<file path="src/rtl/div_pkg.sv">
// Shared types for the sequential restoring divider.
package div_pkg;
    typedef enum logic [1:0] {IDLE, CALC, DONE} div_state_t;
    localparam int DIV_WIDTH_DEFAULT = 8;
endpackage

</file>
<file path="src/rtl/seq_divider_if.sv">
// Start/busy/done handshake and operand/result bus of the sequential divider.
interface seq_divider_if
    import div_pkg::*;
#(
    parameter int WIDTH = DIV_WIDTH_DEFAULT
) ();
    logic             start;
    logic [WIDTH-1:0] dividend;
    logic [WIDTH-1:0] divisor;
    logic             busy;
    logic             done;
    logic [WIDTH-1:0] quotient;
    logic [WIDTH-1:0] remainder;
    logic             div_by_zero;

    modport master (
        output start, dividend, divisor,
        input  busy, done, quotient, remainder, div_by_zero
    );

    modport slave (
        input  start, dividend, divisor,
        output busy, done, quotient, remainder, div_by_zero
    );
endinterface

</file>
<file path="src/rtl/div_step.sv">
// One restoring-division iteration: shift in a dividend bit, trial-subtract the divisor.
module div_step
    import div_pkg::*;
#(
    parameter int WIDTH = DIV_WIDTH_DEFAULT
) (
    input  logic [WIDTH-1:0] prem_i,
    input  logic             bit_i,
    input  logic [WIDTH-1:0] divisor_i,
    output logic [WIDTH-1:0] prem_o,
    output logic             qbit_o
);
    logic [WIDTH:0]   shifted;
    logic [WIDTH-1:0] diff;

    // The restored remainder is always below the divisor, so the low WIDTH bits
    // of the modular difference are exact whenever the subtraction is taken.
    always_comb begin
        shifted = {prem_i, bit_i};
        diff    = shifted[WIDTH-1:0] - divisor_i;
        qbit_o  = (shifted >= {1'b0, divisor_i});
        prem_o  = qbit_o ? diff : shifted[WIDTH-1:0];
    end
endmodule

</file>
<file path="src/rtl/seq_divider.sv">
// Multi-cycle unsigned restoring divider, one quotient bit per clock.
//   state | meaning
//   IDLE  | waiting for start; results held
//   CALC  | iterating one quotient bit per cycle
//   DONE  | one-cycle done pulse, then back to IDLE
module seq_divider
    import div_pkg::*;
#(
    parameter int WIDTH = DIV_WIDTH_DEFAULT
) (
    input  logic         clk,
    input  logic         rst,
    seq_divider_if.slave bus
);
    localparam int CNT_W = $clog2(WIDTH);

    div_state_t       state_q;
    logic [CNT_W-1:0] cnt_q;
    logic [WIDTH-1:0] prem_q;
    logic [WIDTH-1:0] dvd_q;
    logic [WIDTH-1:0] dsr_q;
    logic             busy_q;
    logic             done_q;
    logic [WIDTH-1:0] quo_q;
    logic [WIDTH-1:0] rem_q;
    logic             dbz_q;

    logic [WIDTH-1:0] prem_d;
    logic             qbit_d;

    div_step #(.WIDTH(WIDTH)) u_step (
        .prem_i    (prem_q),
        .bit_i     (dvd_q[WIDTH-1]),
        .divisor_i (dsr_q),
        .prem_o    (prem_d),
        .qbit_o    (qbit_d)
    );

    // dvd_q shifts the dividend out of its top while quotient bits enter at the bottom.
    always_ff @(posedge clk) begin
        if (rst) begin
            state_q <= IDLE;
            cnt_q   <= '0;
            prem_q  <= '0;
            dvd_q   <= '0;
            dsr_q   <= '0;
            busy_q  <= 1'b0;
            done_q  <= 1'b0;
            quo_q   <= '0;
            rem_q   <= '0;
            dbz_q   <= 1'b0;
        end else begin
            case (state_q)
                IDLE: begin
                    done_q <= 1'b0;
                    if (bus.start) begin
                        busy_q <= 1'b1;
                        if (bus.divisor == '0) begin
                            quo_q   <= '1;
                            rem_q   <= bus.dividend;
                            dbz_q   <= 1'b1;
                            done_q  <= 1'b1;
                            state_q <= DONE;
                        end else begin
                            dvd_q   <= bus.dividend;
                            dsr_q   <= bus.divisor;
                            prem_q  <= '0;
                            cnt_q   <= '0;
                            dbz_q   <= 1'b0;
                            state_q <= CALC;
                        end
                    end
                end
                CALC: begin
                    prem_q <= prem_d;
                    dvd_q  <= {dvd_q[WIDTH-2:0], qbit_d};
                    cnt_q  <= cnt_q + 1'b1;
                    if (cnt_q == CNT_W'(WIDTH - 1)) begin
                        quo_q   <= {dvd_q[WIDTH-2:0], qbit_d};
                        rem_q   <= prem_d;
                        done_q  <= 1'b1;
                        state_q <= DONE;
                    end
                end
                DONE: begin
                    done_q  <= 1'b0;
                    busy_q  <= 1'b0;
                    state_q <= IDLE;
                end
                default: begin
                    done_q  <= 1'b0;
                    busy_q  <= 1'b0;
                    state_q <= IDLE;
                end
            endcase
        end
    end

    assign bus.busy        = busy_q;
    assign bus.done        = done_q;
    assign bus.quotient    = quo_q;
    assign bus.remainder   = rem_q;
    assign bus.div_by_zero = dbz_q;
endmodule

</file>
<file path="src/flat_wrapper.sv">
// flat-port wrapper written by rule: the top's interface ports become plain ports
module seq_divider_flat import div_pkg::*;
#(
    parameter int WIDTH = DIV_WIDTH_DEFAULT
)
  (clk, rst, bus_start, bus_dividend, bus_divisor, bus_busy, bus_done, bus_quotient, bus_remainder, bus_div_by_zero);
  seq_divider_if #(.WIDTH(WIDTH)) bus_i ();
  input  logic clk;
  input  logic rst;
  input wire logic [$bits(bus_i.start)-1:0] bus_start;
  input wire logic [$bits(bus_i.dividend)-1:0] bus_dividend;
  input wire logic [$bits(bus_i.divisor)-1:0] bus_divisor;
  output wire logic [$bits(bus_i.busy)-1:0] bus_busy;
  output wire logic [$bits(bus_i.done)-1:0] bus_done;
  output wire logic [$bits(bus_i.quotient)-1:0] bus_quotient;
  output wire logic [$bits(bus_i.remainder)-1:0] bus_remainder;
  output wire logic [$bits(bus_i.div_by_zero)-1:0] bus_div_by_zero;
  assign bus_i.start = bus_start;
  assign bus_i.dividend = bus_dividend;
  assign bus_i.divisor = bus_divisor;
  assign bus_busy = bus_i.busy;
  assign bus_done = bus_i.done;
  assign bus_quotient = bus_i.quotient;
  assign bus_remainder = bus_i.remainder;
  assign bus_div_by_zero = bus_i.div_by_zero;
  seq_divider #(.WIDTH(WIDTH)) u_core (.clk(clk), .rst(rst), .bus(bus_i));
endmodule
</file>
<file path="config.mk">
export PLATFORM = sky130hd
export DESIGN_NAME = seq_divider_flat
export DESIGN_NICKNAME = d
export VERILOG_FILES = /design/src/rtl/div_pkg.sv /design/src/rtl/seq_divider_if.sv /design/src/rtl/div_step.sv /design/src/rtl/seq_divider.sv /design/src/flat_wrapper.sv
export SDC_FILE = /design/constraint.sdc
export NUM_CORES = 1
export LEC_CHECK = 0
export CAP_MARGIN = 20
export CORE_MARGIN = 3
export CORE_UTILIZATION = 53
export DETAILED_ROUTE_END_ITERATION = 12
export PLACE_DENSITY = 0.88
export SETUP_SLACK_MARGIN = 0.05
export SYNTH_ARGS = -nofsm -noshare
export SYNTH_HDL_FRONTEND = slang
export SYNTH_SLANG_ARGS = --single-unit
</file>
<file path="constraint.sdc">
create_clock -name clk -period 3 [get_ports clk]
set_input_delay 0.3 -clock clk [delete_from_list [all_inputs] [get_ports clk]]
set_output_delay 0.3 -clock clk [all_outputs]
set_load 0.02 [all_outputs]
</file>
* After elaboration in Yosys (flattened, before gate mapping)
Index checks and enable logic that the tools add are counted.
Word-level totals: register bits 48, output and inout bits 19
Operators by class: add/subtract/negate cells 2, magnitude comparators 1, equality and inequality tests 6, multiplexer cells 28, bitwise logic cells 2, reduce and logical (&&, ||, !) cells 9
Operators with widths (number):
- 8-bit 2-to-1 mux | 11
- 8-bit case mux with 2 select lines | 4
- 9-bit by 8-bit greater-or-equal comparator with 1-bit output | 1
- 8-bit zero test | 1
- 8-bit subtractor | 1
- 2-bit 2-to-1 mux | 3
- 3-bit 2-to-1 mux | 2
- 3-bit case mux with 2 select lines | 1
- 2-bit AND reduction | 3
- 3-bit AND reduction | 2
- 1-bit 2-to-1 mux | 4
- 2-bit by 1-bit inequality test with 1-bit output (second input constant) | 2
- 2-bit inequality test (second input constant) | 2
- 1-bit case mux with 2 select lines | 2
- 2-bit case mux with 2 select lines | 1
- 4-bit AND reduction | 1
- 3-bit by 1-bit adder with 3-bit output (second input constant) | 1
- 3-bit == test (second input constant) | 1
- 2-bit by 1-bit == test with 1-bit output (second input constant) | 1
- 2-bit zero test | 1
- 1-bit inverter | 2
- 2-bit nonzero test | 1

* Longest topological paths before layout
Gate-level depths: netlist (run 1).
depth in word-level cells 4, depth in mapped cells 9

* Modules after synthesis
A second synthesis (run 1) with hierarchy kept.
Unflattened totals: cells, all modules 272, area, all modules 2487.4 um2
By module, submodules not included:
- seq_divider | instances 1, cells each 206, area each 1948.1 um2
- div_step | instances 1, cells each 66, area each 539.3 um2

* Worst setup path before layout (run 1)
No wires, ideal clock.
kind register to register, start reg u_core.dvd_q[7], end reg u_core.rem_q[6], in the netlist u_core.bus.remainder[6], library setup time 91 ps, arrival 2088 ps, required time 2909 ps, setup slack 821 ps, cell stages (with the launch flop) 10, buffers on the path 0, clock period less this slack 2179 ps, path through dfxtp_1 -> inv_1 -> ha_1 -> fa_1 -> or2b_1 -> a211oi_1 -> o21a_1 -> nor3_1 -> o31a_1 -> a311oi_1
On the way: word-level cells in the longest chain between the ends 4
Ends and longest elaborated chain:
- start: declaration | RTL line seq_divider.sv:20 | logic [WIDTH-1:0] dvd_q;
- start signal: assignment | RTL line seq_divider.sv:65 | dvd_q <= bus.dividend;
- start signal: assignment | RTL line seq_divider.sv:76 | dvd_q <= {dvd_q[WIDTH-2:0], qbit_d};
- 8-bit subtractor or 9-bit by 8-bit greater-or-equal comparator with 1-bit output (tied branches) | RTL line div_step.sv:20, div_step.sv:21
- 8-bit 2-to-1 mux (*) | RTL line div_step.sv:22 | prem_o = qbit_o ? diff : shifted[WIDTH-1:0];
- 8-bit 2-to-1 mux (*) | RTL line seq_divider.sv:78 | if (cnt_q == CNT_W'(WIDTH - 1)) begin
- 8-bit case mux with 2 select lines (*) | RTL line seq_divider.sv:53 | case (state_q)
- end signal: assignment | RTL line seq_divider.sv:60 | rem_q <= bus.dividend;
- end signal: assignment | RTL line seq_divider.sv:80 | rem_q <= prem_d;
- end: declaration | RTL line seq_divider.sv:25 | logic [WIDTH-1:0] rem_q;
Mark *: on every way between the ends. The rest lies on a longest branch, timed or not. The select of a mux whose other input is x is not followed. A chain may end at the register's enable or synchronous reset.

* Worst setup path after layout (run 1)
start reg u_core.dsr_q[6], end reg u_core.rem_q[5], in the netlist u_core.bus.remainder[5]
On the way: word-level cells in the longest chain between the ends 4
Ends and longest elaborated chain:
- start: declaration | RTL line seq_divider.sv:21 | logic [WIDTH-1:0] dsr_q;
- start signal: assignment | RTL line seq_divider.sv:66 | dsr_q <= bus.divisor;
- 9-bit by 8-bit greater-or-equal comparator with 1-bit output | RTL line div_step.sv:21 | qbit_o = (shifted >= {1'b0, divisor_i});
- 8-bit 2-to-1 mux | RTL line div_step.sv:22
- 8-bit 2-to-1 mux | RTL line seq_divider.sv:78
- 8-bit case mux with 2 select lines | RTL line seq_divider.sv:53
No other way between the ends. The select of a mux whose other input is x is not followed.

==> results of run 1 <==
## final timing paths
kind,start,to,slack (ns),cells after the start
worst min register to register,u_core.dvd_q[0],u_core.dvd_q[0],0.47,2
worst max-delay path,u_core.dsr_q[6],u_core.bus.remainder[5],0.45,8
worst max register to register,u_core.dsr_q[6],u_core.bus.remainder[5],0.45,8
worst min-delay path,u_core.dvd_q[0],u_core.dvd_q[0],0.47,2
## layout make-up
cell class / instances / area [sq um]
Clock inverter: 2 / 15.01
Multi-Input combinational cell: 209 / 1286
Sequential cell: 48 / 960.9
Fill cell: 328 / 1297
Timing Repair Buffer: 44 / 422.9
Inverter: 12 / 45.04
Clock buffer: 6 / 82.58
Tap cell: 50 / 62.56
## power breakdown
| part | internal (uW) | switching (uW) |
|---|---|---|
| logic | 181 | 277 |
| registers | 674 | 29.5 |
| clock network | 187 | 223 |
| total | 1040 | 529 |
## per-layer routing
metal	up-vias	track usage (%)	share of wire, %	routed length, microns
li1	1088	-	-	-
met1	981	26.23	44	2340
met2	53	34.16	49	2599
met3	4	6.566	5.6	295
met4	0	6.439	0.80	42
met5	-	0	0	0
## registers in the layout, indices dropped and copies added, names as in the netlist
register	flops
u_core.dsr_q	8
u_core.bus.done	1
u_core.bus.div_by_zero	1
u_core.prem_q	8
u_core.state_q	2
u_core.dvd_q	8
u_core.bus.remainder	8
u_core.bus.quotient	8
u_core.cnt_q	3
u_core.bus.busy	1
## layout by cell type (no fill, tap or decap), drive strengths merged, types with 3 or more instances in the layout
cell type and count:
a211o 4, a211oi 13, a21o 5, a21oi 11, a311oi 14, a31oi 4, buf 7, clkbuf 6
clkdlybuf4s50 37, dfxtp 48, ha 10, inv 12, mux2i 8, nand2 30, nand2b 3, nand3 7
nor2 58, nor3 6, o21ai 9, xor2 3
## cells by family (layout without fill, tap and decap cells)
kind of cell,after synthesis,in the layout,share of synthesized area [%]
and+or+nand+nor,112,112,20.09
adders and majority gates,11,11,6.039
AOI/OAI and AO/OA,75,75,22.96
DFF,48,48,39.98
xor gates and xnor gates,3,3,1.093
muxes,8,8,3.332
buffers and inverters,29,64,6.507
## metrics by stage
step | setup slack [ns] | util, % | cell area [sq um] | power [uW] | instances
finish | 0.4485 | 68.91 | 2875 | 1572 | 371
global route | 0.1458 | 68.91 | 2875 | 1664 | 371
CTS | 0.5014 | 68.73 | 2868 | 1565 | 370
detailed placement | 0.3460 | 66.39 | 2770 | 1160 | 362
global placement | 0.5157 | 66.39 | 2770 | 1155 | 362
floorplan | 0.8207 | - | 2404 | 1074 | 286
## worst min-delay path: stages (launching register included)
cell and delay (ns):
dfxtp_1 0.33, nand2_1 0.06, a21oi_1 0.05
==> run_results.csv, run 1 <==
group,metric,value,unit
run_status,status,"finished clean",
worst_setup_path,path_delay_family,"simple AND/OR/NAND/NOR gates",
worst_hold_path,hold_class,"reg2reg",
worst_setup_path,arrival,2.77,ns
routing,wl_per_cell,14.23,microns
die,core_region_area,4173,sq um
routing,drt-initial-drc-count,110,
synth,synth_cell_types,44,
clock_tree,cts-root-buf,"clkbuf_8",
clock_tree,cts_tree,"yes",
routing,vias,2126,
clock_tree,cts_max_level,2,
sta,finClkSkew,0.006238,ns
worst_setup_path,worstPathCellList,"inv_1 > ha_1 > a21o_1 > nor3_1 > a21oi_1 > nor2_1 > a31oi_1 > a311oi_1",
synth,yosys_warnings,0,
routing,final_antenna_net_count,0,
global_route,first_global_vias,1979,
synth,yosysMostFrequentCell,"nor2_1",
worst_setup_path,required,3.22,ns
synth,synth_ff_type,"dfxtp_1",
sta,setup_tns,0,ns
placed_design,hpwl,3781,microns
global_route,grt_pass1_wl,8880,microns
power,vdd_drop_max,0.0002769,V
die,die_h,73.34,microns
synth,ys_ff_latch,48,
final_layout,syn2layout_area_growth,19.63,%
final_layout,final_nets,350,
synth,synthCells,286,
worst_setup_path,crit_fanout,11,
worst_setup_path,worst_setup_path_start_kind,"flop",
sta,max-slew-margin-rel,46.66,%
synth,synth_nets,316,
routing,viasPerCell,5.730,
sta,whs,0.4748,ns
worst_setup_path,worstSetupEndpointType,"flop",
synth,ys_seq_area_share,39.98,%
power,power_density,546.6,nW/um^2
global_route,antenna_found_initial,0,
die,rows,23,
sta,max_freq,391.9,MHz
clock_tree,clock_path_buffers,2,
synth,synth-edff-count,0,
worst_setup_path,max_stage_delay,0.65,ns
synth,yosys.area.top_type_share,39.98,%
clock_tree,post_cts_resized,0,
placed_design,numPortBuffers,37,
synth,async_flop_share,0,%
global_route,grt_max_degree,31,
synth,synth_commonest_cells,"nor2_1, dfxtp_1, nand2_1, a211oi_1, a311oi_1",
sta,rsz0062_at_grt,"false",
die,io_pins,38,
sta,drv_slew,0,
sta,min_period,2.552,ns
clock_tree,postCtsSetupRepairBufs,0,
die,start_util,57.60,%
die,fp.dieArea,5379,sq um
clock_tree,numCtsBuffers,5,
clock_tree,path_clk_slew,0.09,ns
synth,syn_area_per_cell,8.404,sq um
clock_tree,clock_latency,0.30,ns
global_route,grt_usage,20.87,%
worst_setup_path,slowest_stage,"nor2_1",
worst_setup_path,cp.buffers_inverters,1,
synth,synth_largest_area_cell,"dfxtp_1",
routing,wl,5279,microns
routing,dr.pass1.iters,4,
sta,fin_crit_sh,85.05,%
run,maxCapViolCount,0,
placed_design,place_congestion,0.8613,
synth,syn_area,2404,sq um
clock_tree,cts_num_sinks,48,
worst_setup_path,critPathKind,"reg2reg",
final_layout,drive_gt1_share,7.165,%
synth,synth_area_leaders,"dfxtp_1, nor2_1, ha_1",
clock_tree,cts_hold_buf,0,
global_route,grt_overflow,0,
power,power_leakage,0.001109,uW
routing,drc,0,
sta,worst_pin_slew,0.7972,ns
die,dieWidth,73.34,microns
final_layout,num_antenna_cells,0,
sta,finalHoldViolations,0,
sta,report.final.setup_viol,0,
Power figures use the tool's default switching activity.
==> run 2: changes to the inputs <==
--- a/config.mk
+++ b/config.mk
@@ -5,11 +5,13 @@
 export SDC_FILE = /design/constraint.sdc
 export NUM_CORES = 1
 export LEC_CHECK = 0
+export ABC_CLOCK_PERIOD_IN_PS = 3000
 export CAP_MARGIN = 20
 export CORE_MARGIN = 3
-export CORE_UTILIZATION = 53
+export CORE_UTILIZATION = 55
 export DETAILED_ROUTE_END_ITERATION = 12
-export PLACE_DENSITY = 0.88
+export DONT_BUFFER_PORTS = 1
+export PLACE_DENSITY = 0.79
 export SETUP_SLACK_MARGIN = 0.05
 export SYNTH_ARGS = -nofsm -noshare
 export SYNTH_HDL_FRONTEND = slang
==> run 2 against run 1 <==
  * Combinational power shrank 8.5%
  * Clock skew is 0.0071 ns higher
  * Clock-buffer cell count did not move
  * Highest routed layer unchanged
  * Critical path depth did not move
  * Register-to-register slack improved by 0.07 ns
  * Largest cell class unchanged
  * Hold slack got worse by 0.43 ns
  * Fmax is 2.7% higher
  * Via count is 6.3% lower
  * Sequential cell count unchanged
  * Power rose by 3.1%
  * First-iteration DRC count rose by 35%
==> run_results.csv, run 2 (synthesis results as in run 1) <==
group,metric,value,unit
global_route,first_global_vias,1867,
worst_setup_path,max_stage_delay,0.60,ns
power,p_sw,515.9,uW
die,fp.dieArea,5199,sq um
worst_setup_path,worst_setup_path_start_kind,"flop",
clock_tree,cts-root-buf,"clkbuf_8",
sta,report.final.setup_viol,0,
global_route,grt_max_degree,50,
die,dieWidth,72.11,microns
placed_design,numPortBuffers,0,
worst_setup_path,cp.buffers_inverters,1,
power,p_int,1105,uW
worst_setup_path,critPathKind,"reg2reg",
final_layout,drive_gt1_share,7.447,%
clock_tree,post_cts_resized,0,
power,pwr-share-comb,25.9,%
sta,whs,0.04565,ns
worst_setup_path,worstPathCellList,"inv_1 > ha_1 > a21o_1 > nor3_1 > a21oi_1 > nor2_1 > a31oi_1 > a311oi_1",
sta,fin_crit_sh,82.80,%
final_layout,num_antenna_cells,0,
final_layout,syn2layout_area_growth,4.581,%
die,core_region_area,4115,sq um
die,die_h,72.11,microns
run,maxCapViolCount,0,
global_route,grt_overflow,0,
run_status,status,"finished clean",
placed_design,place_congestion,0.8608,
clock_tree,cts_tree,"yes",
power,power_frac_seq,43.6,%
power,clockPowerShare,30.6,%
clock_tree,clock_latency,0.31,ns
worst_setup_path,crit_fanout,11,
routing,drc,0,
power,power_leakage,0.0009820,uW
worst_setup_path,cp.depth,8,
power,power_density,644.8,nW/um^2
sta,max_freq,402.6,MHz
routing,dr.pass1.iters,6,
placed_design,place_inst,324,
power,swShare,31.83,%
sta,max-slew-margin-rel,51.31,%
global_route,grt_usage,20.21,%
worst_setup_path,arrival,2.69,ns
routing,wl_per_cell,15.75,microns
worst_setup_path,reg2reg_from,"u_core.dsr_q[6]",
final_layout,final_nets,311,
final_layout,fill_cells,361,
clock_tree,numCtsBuffers,5,
sta,setup_tns,0,ns
sta,min_period,2.484,ns
routing,drt-initial-drc-count,149,
clock_tree,postCtsSetupRepairBufs,0,
clock_tree,cts_hold_buf,0,
worst_setup_path,crit_start,"u_core.dsr_q[6]",
sta,drv_slew,0,
routing,final_antenna_net_count,0,
worst_setup_path,slowest_stage,"nor2_1",
sta,worst_pin_slew,0.7276,ns
worst_hold_path,hold_depth,1,
routing,vias,1991,
final_layout,fin_cells,332,
clock_tree,cts_num_sinks,48,
clock_tree,cts_max_level,2,
worst_hold_path,min_from,"rst",
die,rows,23,
placed_design,hpwl,3728,microns
final_layout,final_cell_mix,"nor2_1, dfxtp_1, nand2_1",
sta,rsz0062_at_grt,"false",
worst_hold_path,hold_class,"in2reg",
clock_tree,clock_path_buffers,2,
worst_setup_path,required,3.21,ns
routing,wl,5229,microns
worst_setup_path,worstSetupEndpointType,"flop",
die,start_util,58.41,%
worst_setup_path,r2r_cells,8,
routing,viasPerCell,5.997,
sta,finClkSkew,0.01332,ns
worst_setup_path,path_delay_family,"compound AO/OA/AOI/OAI gates",
global_route,antenna_found_initial,0,
clock_tree,path_clk_slew,0.10,ns
global_route,grt_pass1_wl,8493,microns
final_layout,final_common_cell,"nor2_1",
die,io_pins,38,
power,vdd_drop_max,0.0003619,V
sta,finalHoldViolations,0,
run 2: final cells by class:
type                            count  area [sq um]  share of cell area [%]
Multi-Input combinational cell    209          1286                   51.17
Sequential cell                    48         960.9                   38.23
Clock buffer                        6         82.58                   3.285
Tap cell                           50         62.56                   2.489
Inverter                           12         45.04                   1.792
Clock inverter                      2         38.79                   1.543
Timing Repair Buffer                5         37.54                   1.493
run 2: path summary, 6_finish.rpt:
check	to	slack, ns
setup / recovery	u_core.bus.remainder[2]	0.52
hold / removal	u_core.bus.div_by_zero	0.05
setup reg to reg	u_core.bus.remainder[2]	0.52
hold reg to reg	u_core.prem_q[3]	0.48
run 2: worst reg2reg max path: stages (launching register included):
cell      delay, ns
dfxtp_1        0.33
inv_1          0.04
ha_1           0.35
a21o_1         0.19
nor3_1         0.21
a21oi_1        0.14
nor2_1         0.60
a31oi_1        0.23
a311oi_1       0.31
run 2: power groups by stage:
stage	clock [uW]	combinational (uW)	sequential (uW)
after floorplan	0	362	711
after global placement	0	401	719
after detailed placement	0	409	720
after CTS	499	412	706
after global routing	530	457	711
final	495	419	706
run 2: metrics by stage:
step	area [sq um]	setup WS, ns	power, uW	utilization, %
2_1_floorplan	2404	0.8207	1074	-
3_3_place_gp	2392	0.6594	1120	58.13
3_5_place_dp	2392	0.6053	1129	58.13
4_1_cts	2514	0.5611	1617	61.08
5_1_grt	2514	0.2786	1698	61.08
6_report	2514	0.5161	1621	61.08
run 2: metal layers:
layer | track usage (%) | wire [microns]
met5 | 0 | 0
met4 | 6.681 | 98
met3 | 5.540 | 305
met2 | 33.27 | 2447
met1 | 25.52 | 2378
==> run 3: changes to the inputs <==
--- a/config.mk
+++ b/config.mk
@@ -5,13 +5,13 @@
 export SDC_FILE = /design/constraint.sdc
 export NUM_CORES = 1
 export LEC_CHECK = 0
-export ABC_CLOCK_PERIOD_IN_PS = 3000
+export ABC_CLOCK_PERIOD_IN_PS = 2200
 export CAP_MARGIN = 20
 export CORE_MARGIN = 3
 export CORE_UTILIZATION = 55
 export DETAILED_ROUTE_END_ITERATION = 12
 export DONT_BUFFER_PORTS = 1
-export PLACE_DENSITY = 0.79
+export PLACE_DENSITY = 0.82
 export SETUP_SLACK_MARGIN = 0.05
 export SYNTH_ARGS = -nofsm -noshare
 export SYNTH_HDL_FRONTEND = slang
==> constraint.sdc (replaced) <==
create_clock -name clk -period 2.2 [get_ports clk]
set_input_delay 0.22 -clock clk [delete_from_list [all_inputs] [get_ports clk]]
set_output_delay 0.22 -clock clk [all_outputs]
set_load 0.02 [all_outputs]
==> run 3 against run 2 <==
  * The run now ends with setup timing left
  * Combinational power rose to 2.5 times the previous value
  * Sequential cell count stayed put
  * Critical path depth did not move
  * Register-to-register slack lost 0.52 ns
  * Wire length is 20% higher
  * Via count grew 8.4%
  * Die area unchanged
  * Final cell count up 6.0%
  * Highest routed layer unchanged
==> run_results.csv, run 3 (synthesis results as in run 1) <==
group,metric,value,unit
run_status,status,"complete, but fails checks",
run_status,violations,"setup timing",
sta,report.final.setup_viol,1,
die,dieWidth,72.11,microns
worst_setup_path,max_stage_delay,0.39,ns
global_route,grt_pass1_wl,9163,microns
routing,dr.pass1.iters,4,
sta,worst_pin_slew,0.7537,ns
placed_design,numPortBuffers,0,
final_layout,final_nets,331,
worst_setup_path,critPathKind,"reg2reg",
global_route,grt_max_degree,45,
final_layout,syn2layout_area_growth,21.81,%
worst_setup_path,required,2.43,ns
sta,whs,0.05809,ns
routing,wl_per_cell,17.89,microns
clock_tree,cts_num_sinks,48,
die,fp.dieArea,5199,sq um
power,power_leakage,0.001104,uW
power,vdd_drop_max,0.0006456,V
worst_setup_path,r2r_cells,8,
routing,drc,0,
placed_design,place_congestion,0.9159,
worst_setup_path,worstPathCellList,"inv_2 > ha_4 > nand2b_4 > a211o_4 > a211o_4 > a211o_1 > a21o_1 > a311oi_2",
sta,min_period,2.204,ns
worst_setup_path,cp.depth,8,
power,power_density,886.7,nW/um^2
sta,max-slew-margin-rel,49.76,%
worst_setup_path,path_delay_family,"compound AO/OA/AOI/OAI gates",
routing,met2_length,3041,microns
global_route,grt_usage,22.22,%
clock_tree,cts_max_level,2,
sta,finalHoldViolations,0,
worst_setup_path,crit_path_frequent_cell,"a211o_4",
sta,fin_ws,-0.004164,ns
final_layout,final_common_cell,"nor2_1",
clock_tree,numCtsBuffers,5,
final_layout,final_cell_mix,"nor2_1, dfxtp_1, nand2_1",
worst_setup_path,arrival,2.43,ns
sta,finClkSkew,0.002725,ns
sta,rsz0062_at_grt,"true",
clock_tree,path_clk_slew,0.09,ns
worst_hold_path,hold_class,"in2reg",
placed_design,hpwl,3740,microns
clock_tree,cts-root-buf,"clkbuf_8",
global_route,grt_overflow,0,
sta,setup_tns,-0.004164,ns
worst_setup_path,cp.buffers_inverters,1,
worst_hold_path,hold_depth,2,
die,start_util,58.41,%
die,io_pins,38,
sta,max_freq,453.7,MHz
routing,drt-initial-drc-count,239,
routing,wl_met3,397,microns
routing,met1_length,2656,microns
routing,viasPerCell,6.134,
routing,vias,2159,
worst_setup_path,worstSetupEndpointType,"flop",
die,rows,23,
routing,highest_layer,"met4",
final_layout,num_antenna_cells,0,
sta,fin_crit_sh,100.2,%
worst_setup_path,slowest_stage,"a211o_4",
sta,drv_slew,0,
final_layout,fill_cells,277,
final_layout,drive_gt1_share,26.16,%
worst_setup_path,worst_setup_path_start_kind,"flop",
final_layout,multiInputGateArea,1519,sq um
routing,final_antenna_net_count,0,
clock_tree,clock_latency,0.31,ns
global_route,antenna_found_initial,0,
routing,wl,6297,microns
run,maxCapViolCount,0,
die,die_h,72.11,microns
final_layout,ff_latch_area,970.9,sq um
die,core_region_area,4115,sq um
clock_tree,cts_tree,"yes",
clock_tree,clock_path_buffers,2,
worst_setup_path,crit_fanout,6,
global_route,first_global_vias,1954,
## run 3: repair_timing
action / in CTS / in global routing
pin swaps: 9 / 18
hold buffers: 1 / 0
cloned: 0 / 0
setup endpoints to repair: 10 / 16
gates resized for setup: 22 / 24
endpoints found under the hold margin: 44 / 0
buffers inserted: 3 / 1
## run 3: path summary, 6_finish.rpt
path | start | end | slack (ns)
worst max register to register | u_core.dsr_q[1] | u_core.bus.remainder[4] | -0.004
worst min-delay path | bus_divisor[1] | u_core.dsr_q[1] | 0.06
worst max-delay path | u_core.dsr_q[1] | u_core.bus.remainder[4] | -0.004
worst min register to register | u_core.dsr_q[5] | u_core.dsr_q[5] | 0.49
## run 3: area by class of cell
class,count,share of cell area [%]
clock buffers,6,2.821
clock inverters,2,0.5128
inverters,12,1.538
multi-input cells,209,51.88
flip-flops and latches,48,33.16
well taps,50,2.137
repair buffers,25,7.949
## run 3: metal layers
| layer | global-route usage, % | vias up |
|---|---|---|
| met1 | 28.13 | 1022 |
| met4 | 9.395 | 0 |
| met5 | 0 | - |
| li1 | - | 1039 |
| met3 | 6.094 | 24 |
| met2 | 35.49 | 74 |
## run 3: where the power goes
part / internal, uW / switching (uW) / leakage [uW]
clock network: 255 / 314 / 0.0000434
registers: 922 / 51.7 / 0.000395
logic: 481 / 573 / 0.000666
## run 3: stage by stage
stage          cells  utilization (%)  worst slack [ns]  cell area (sq um)  total power (uW)
5_1_grt          352            71.15          -0.08511               2928              2704
6_report         352            71.15         -0.004164               2928              2596
3_3_place_gp     340            61.78          -0.02567               2542              1654
4_1_cts          352            67.62         0.0009432               2783              2367
2_1_floorplan    286                -           0.06980               2409              1469
3_5_place_dp     340            61.78          -0.06780               2542              1664
